## src/rtl/mult_controller.sv

```systemverilog
// Control FSM for the 3x3 repeated-addition multiplier datapath (load, clear, add loop, store).
// Define MULT_CTRL_WDOG_EN to add the ADD-loop watchdog that aborts to STORE and raises ERR.
module mult_controller (
  input  logic       SYS_CLOCK,
  input  logic       RESET_N,
  input  logic       START,
  input  logic [2:0] B,
  input  logic       R2_LT_B,
  output logic       LOAD_A_REG,
  output logic       LOAD_B_REG,
  output logic       LOAD_R1_REG,
  output logic       LOAD_F_REG,
  output logic       MUX_IN1_CONT,
  output logic       ALU_CONT,
  output logic       SCLR,
  output logic       INC,
  output logic       BUSY,
  output logic       DONE,
  output logic       ERR
);

  typedef enum logic [1:0] {
    ST_IDLE  = 2'd0,
    ST_ADD   = 2'd1,
    ST_STORE = 2'd2,
    ST_DONE  = 2'd3
  } state_t;

  state_t state;
  state_t state_nxt;
  logic   accept;
  logic   b_zero;
  logic   wdog_trip;

  // RESET_N gates the Mealy IDLE outputs so everything reads 0 while reset is held
  assign accept = (state == ST_IDLE) && START && RESET_N;

  always_ff @(posedge SYS_CLOCK or negedge RESET_N) begin
    if (!RESET_N) begin
      state  <= ST_IDLE;
      b_zero <= 1'b0;
    end else begin
      state <= state_nxt;
      if (accept) begin
        b_zero <= (B == 3'b000);
      end
    end
  end

`ifdef MULT_CTRL_WDOG_EN
  localparam int unsigned WDOG_W = 3;
  localparam logic [WDOG_W-1:0] WDOG_LAST = WDOG_W'(6);

  logic [WDOG_W-1:0] wdog_cnt;
  logic              err_q;

  // Counter holds the number of ADD cycles already completed; 6 means this is the 7th
  assign wdog_trip = (state == ST_ADD) && R2_LT_B && (wdog_cnt == WDOG_LAST);

  always_ff @(posedge SYS_CLOCK or negedge RESET_N) begin
    if (!RESET_N) begin
      wdog_cnt <= '0;
      err_q    <= 1'b0;
    end else begin
      if (state == ST_ADD) begin
        wdog_cnt <= wdog_cnt + WDOG_W'(1);
      end else begin
        wdog_cnt <= '0;
      end
      if (accept) begin
        err_q <= 1'b0;
      end else if (wdog_trip) begin
        err_q <= 1'b1;
      end
    end
  end

  assign ERR = err_q;
`else
  assign wdog_trip = 1'b0;
  assign ERR       = 1'b0;
`endif

  always_comb begin
    state_nxt    = state;
    LOAD_A_REG   = 1'b0;
    LOAD_B_REG   = 1'b0;
    LOAD_R1_REG  = 1'b0;
    LOAD_F_REG   = 1'b0;
    MUX_IN1_CONT = 1'b0;
    ALU_CONT     = 1'b0;
    SCLR         = 1'b0;
    INC          = 1'b0;
    BUSY         = 1'b0;
    DONE         = 1'b0;
    case (state)
      ST_IDLE: begin
        if (accept) begin
          LOAD_A_REG  = 1'b1;
          LOAD_B_REG  = 1'b1;
          LOAD_R1_REG = 1'b1;
          ALU_CONT    = 1'b1;
          SCLR        = 1'b1;
          state_nxt   = (B == 3'b000) ? ST_STORE : ST_ADD;
        end
      end
      ST_ADD: begin
        BUSY        = 1'b1;
        LOAD_R1_REG = 1'b1;
        // b_zero never reaches ADD normally; it only guards against looping on a zero multiplier
        if (R2_LT_B && !b_zero && !wdog_trip) begin
          INC = 1'b1;
        end else begin
          state_nxt = ST_STORE;
        end
      end
      ST_STORE: begin
        BUSY       = 1'b1;
        LOAD_F_REG = 1'b1;
        state_nxt  = ST_DONE;
      end
      ST_DONE: begin
        BUSY      = 1'b1;
        DONE      = 1'b1;
        state_nxt = ST_IDLE;
      end
      default: state_nxt = ST_IDLE;
    endcase
  end

endmodule

```

## config.mk

```make
export PLATFORM = sky130hd
export DESIGN_NAME = mult_controller
export DESIGN_NICKNAME = d
export VERILOG_FILES = /design/src/rtl/mult_controller.sv
export SDC_FILE = /design/constraint.sdc
export NUM_CORES = 1
export LEC_CHECK = 0
export BUFFER_PORTS_ARGS = -buffer_cell sky130_fd_sc_hd__buf_2
export CORE_AREA = 5 5 42 44
export DETAILED_ROUTE_END_ITERATION = 7
export DIE_AREA = 0 0 47 49
export PLACE_DENSITY_LB_ADDON = 0.05
export SLEW_MARGIN = 0
export SYNTH_ARGS = -nofsm -noshare
export SYNTH_HDL_FRONTEND = slang
export SYNTH_SLANG_ARGS = --single-unit
```

## constraint.sdc

```tcl
create_clock -name SYS_CLOCK -period 1.3 [get_ports SYS_CLOCK]
set_input_delay 0.39 -clock SYS_CLOCK [delete_from_list [all_inputs] [get_ports SYS_CLOCK]]
set_output_delay 0.39 -clock SYS_CLOCK [all_outputs]
set_load 0.03 [all_outputs]
```

== Word-level counts from Yosys, hierarchy flattened ==
Index checks and enable logic that the tools add are counted.

* Flip-flop bits (word level): 3
* Input port bits: 7
* Output and inout bits: 11
* Logic and storage cells: 27

* Equality and inequality tests: 5
* Muxes and demuxes: 12
* Reductions and logical operators: 8

{| class="wikitable"
|+ Operator list
! operator !! count
|-
| $pmux 2 s4 || 1
|-
| $mux 1 || 7
|-
| $mux 2 || 3
|-
| $eq 2x2->1 const B || 2
|-
| $ne 2x2->1 const B || 2
|-
| $logic_and 1x1->1 || 3
|-
| $logic_not 3->1 || 1
|-
| $reduce_or 3->1 || 1
|-
| $eq 2x1->1 const B || 1
|-
| $logic_not 2->1 || 1
|-
| $pmux 1 s2 || 1
|-
| $reduce_and 2->1 || 1
|-
| $logic_not 1->1 || 1
|}

== Longest topological paths before layout ==
* Depth in word-level cells: 5
* Depth in mapped cells: 5
* Depth with buffers taken out: 5

== Least setup slack after synthesis ==
OpenSTA, ideal clock, no wires.

* Kind: flip-flop to output port
* From: reg state[0]
* To: out LOAD_A_REG
* Arrival: 1.301 ns
* Required time: 0.910 ns
* Path slack: -0.391 ns
* Cell stages (with the launch flop): 6
* Buffers on the path: 1
* Path through: dfrtp_1 inv_1 ha_1 nand3_1 inv_1 buf_4

* Word-level cells in the longest chain between the ends: 5

{| class="wikitable"
|+ Ends and longest elaborated chain
! what !! line !! source
|-
| from (decl) || 29 || <nowiki>state_t state;</nowiki>
|-
| from (signal assigned) || 43 || <nowiki>state <= state_nxt;</nowiki>
|-
| $logic_not 2->1 * || - ||
|-
| $logic_and 1x1->1 (2 in series) || 36 || <nowiki>assign accept = (state == ST_IDLE) && START && RESET_N;</nowiki>
|-
| $mux 1 || - ||
|-
| $mux 1 * || - ||
|-
| to (decl) || 9 || <nowiki>output logic LOAD_A_REG,</nowiki>
|}

Mark *: on every way between the ends. The rest lies on a longest branch, timed or not.

== Worst setup path in the final report ==
* From: reg state[0]
* To: out LOAD_F_REG

* Word-level cells in the longest chain between the ends: 2

{| class="wikitable"
|+ Ends and longest elaborated chain
! what !! line !! source
|-
| $eq 2x2->1 || 96 || <nowiki>case (state)</nowiki>
|-
| $mux 1 || 96 ||
|-
| to (decl) || 12 || <nowiki>output logic LOAD_F_REG,</nowiki>
|}

Every way passes these cells.

==> impl_results.md <==
* Layout net count at 73
* Finished Cell Area at 678.2 sq um
* Post-Syn Area at 300.3 sq um
* WHS at 87.11 ps
* Final clock skew at 1.197 ps
* DR iter-0 viols at 0
* CP Class: flop to primary output
* Largest net degree at the start of global routing at 5
* Max VDD drop at 1.092 mV
* Mean Syn Cell Area at 10.01 sq um
* Max cap viols at 0
* Hold Path Class: input port to asynchronous set/reset pin
* First-pass GRT wire length at 1352 microns
* Wire length per cell at 11.01 microns
* Final Power at 0.001758 W
* Cell Pwr Density at 2592 nW/um^2
* Sequential Power Share at 0.114
* Pins Over Slew Limit at 0
* Routed WL at 837 microns
* Period utilization at 1.249
* Die Footprint at 2303 sq um
* Hpwl dp at 623.5 microns
* Port buffer count at 15
* Final Critical Period at 1624 ps
* Critical Path RT at 910 ps
* Post-DR vias/cell at 3.908
* Grt total ovfl at 0
* Area of placed instances at 459.2 sq um
* Arr. time, crit path at 1230 ps
* Ant. Diodes at 0
* Num CTS Buffers at 3
* Top cells by area, synth: dfrtp_1 (25%), ha_1 (21%), buf_4 (13%), mux2i_1 (6.7%), a21oi_4 (5.4%)
* Die Y at 49 microns
* Clock share of power at 0.095
* Vias in the first global route at 324
* CTS tree: done
* Lkg Pwr at 0.3266 nW
* Setup ws final at -323.7 ps
* RSZ-0062 raised after global routing: yes
* DRC at 0
* P_sw at 0.0007260 W
* Antenna violations before repair at 0
* Fmax at 615.9 MHz
* CORE AREA at 1401 sq um
* CP peak stage delay at 410 ps
* Failing checks: setup timing
* Switching share of power at 0.4131
* Worst-path clk slew at 40 ps
* Post-synth top area cell: dfrtp_1
* Hold Fails Final Rpt at 0
* Routed Antenna Nets at 0
* Worst setup SP type: flop
* Outcome: finished, violations left
* Clock Tree Buf Depth at 2
* Cts hold-fix bufs at 0
* CP most frequent cell: buf_6
* Global Route Usage Sum at 0.08304
* Clk sinks at 3
* First-pass iteration count of the detailed router at 1
* Vias after detailed routing at 297
* Die X at 47 microns
* # IOs at 18
* Logic pwr share at 0.791
* Synthesis-to-finish area growth at 125.8%
* Critical-path top delay cell: dfrtp_2
* Seq/Total Area, Yosys at 0.2500
* Ratio of cells with drive above 1 in the final layout at 0.8333
* Setup Viol. Count Final at 12
* Max FO, Critical Path at 3
* Synth top area share at 0.2500
* Root buffer cell: clkbuf_4
* Initial core utilization at 0.2143
* Register bit total from synthesis at 3
* Synth Warn # at 0
* Element type at the critical path end: primary output
* Pint at 0.001032 W
* GP Congestion at 0.7392
* Post-Synthesis Cells at 30
* CP Cell Sequence: inv_4, buf_4, buf_6, ha_4, buf_6
* # fillers at 136
* Cell variety after synth at 16
* Htree depth at 1
* Later-pin clock latency in the skew report at 240 ps
* # rows at 14
area by class of cell:
type / count / area (sq um) / share of cell area
Inverter: 4 / 25.02 / 0.03690
Tap cell: 16 / 20.02 / 0.02952
Multi-Input combinational cell: 19 / 259.0 / 0.3819
Clock buffer: 4 / 26.28 / 0.03875
Sequential cell: 3 / 76.32 / 0.1125
Timing Repair Buffer: 30 / 271.5 / 0.4004
repair_timing:
action / CTS / global route
endpoints found under the setup margin: 12 / 12
resized for setup: 25 / 9
pin swaps: 2 / 3
setup buffers: 3 / 5
worst max-delay path, delay by kind of cell (launching register included):
| kind | cells | cell delay (ps) |
|---|---|---|
| buffers and inverters | 4 | 440 |
| DFF | 1 | 410 |
| adders and majority gates | 1 | 150 |
layout by cell type (no fill, tap or decap), types with 2 or more instances in the layout:
cell and n:
buf_6 13, buf_4 10, buf_2 6, ha_4 5
clkbuf_4 3, inv_4 2, mux2i_1 2, conb_1 2
dfrtp_1 2
power groups by stage:
stage               logic, W  clock network (W)  registers, W
CTS                  0.00116           0.000176      0.000193
detailed placement  0.000912                  0      0.000187
global route         0.00150           0.000194      0.000205
floorplan           0.000663                  0      0.000180
finish               0.00139           0.000167      0.000200
global placement    0.000900                  0      0.000188
synth_stat cells:
master and count:
a21oi_1 1, a21oi_4 1, and3b_2 1, buf_4 5
conb_1 1, dfrtp_1 3, ha_1 5, inv_1 4
mux2_2 1, mux2_4 1, mux2i_1 2, nand2_1 1
nand2b_1 1, nand3_1 1, nor2_1 1, nor3_2 1
worst paths after layout:
| check | from | end | slack (ps) | depth (start not counted) |
|---|---|---|---|---|
| max | state[0] | LOAD_F_REG | -320 | 5 |
| min | RESET_N | b_zero | 90 | 2 |
| max reg2reg | state[0] | b_zero | -240 | 7 |
| min reg2reg | b_zero | b_zero | 510 | 1 |
| max in group asynchronous | RESET_N | state[0] | 1110 | 2 |
| min in group SYS_CLOCK | b_zero | b_zero | 510 | 1 |
registers in the layout, indices dropped and copies added (netlist names):
register  count
b_zero        1
state         2
layer usage:
metal  vias to the layer above  GRT usage  wire length, microns
met4                         0    0.04147                     0
met1                       133    0.08553                   300
li1                        148          -                     -
met2                        16     0.1176                   429
met5                         -          0                     0
met3                         0    0.06642                   107
kinds of logic after synthesis:
| family | share of synthesized area |
|---|---|
| AOI/OAI and AO/OA | 0.07083 |
| DFF | 0.2500 |
| other | 0.01249 |
| adders and majority gates | 0.2083 |
| buffers and inverters | 0.1750 |
| and+or+nand+nor | 0.1291 |
| muxes | 0.1542 |
through the flow:
stage	util	worst slack [ps]	std cells	TNS, ps
2_1_floorplan	-	-138.2	31	-578.8
3_3_place_gp	0.3277	-156.1	64	-1273
3_5_place_dp	0.3277	-160.8	64	-1295
4_1_cts	0.4268	-348.1	71	-3354
5_1_grt	0.4839	-392.2	76	-4157
6_report	0.4839	-323.7	76	-3432
Note: power is estimated with default switching activity, not from simulation.
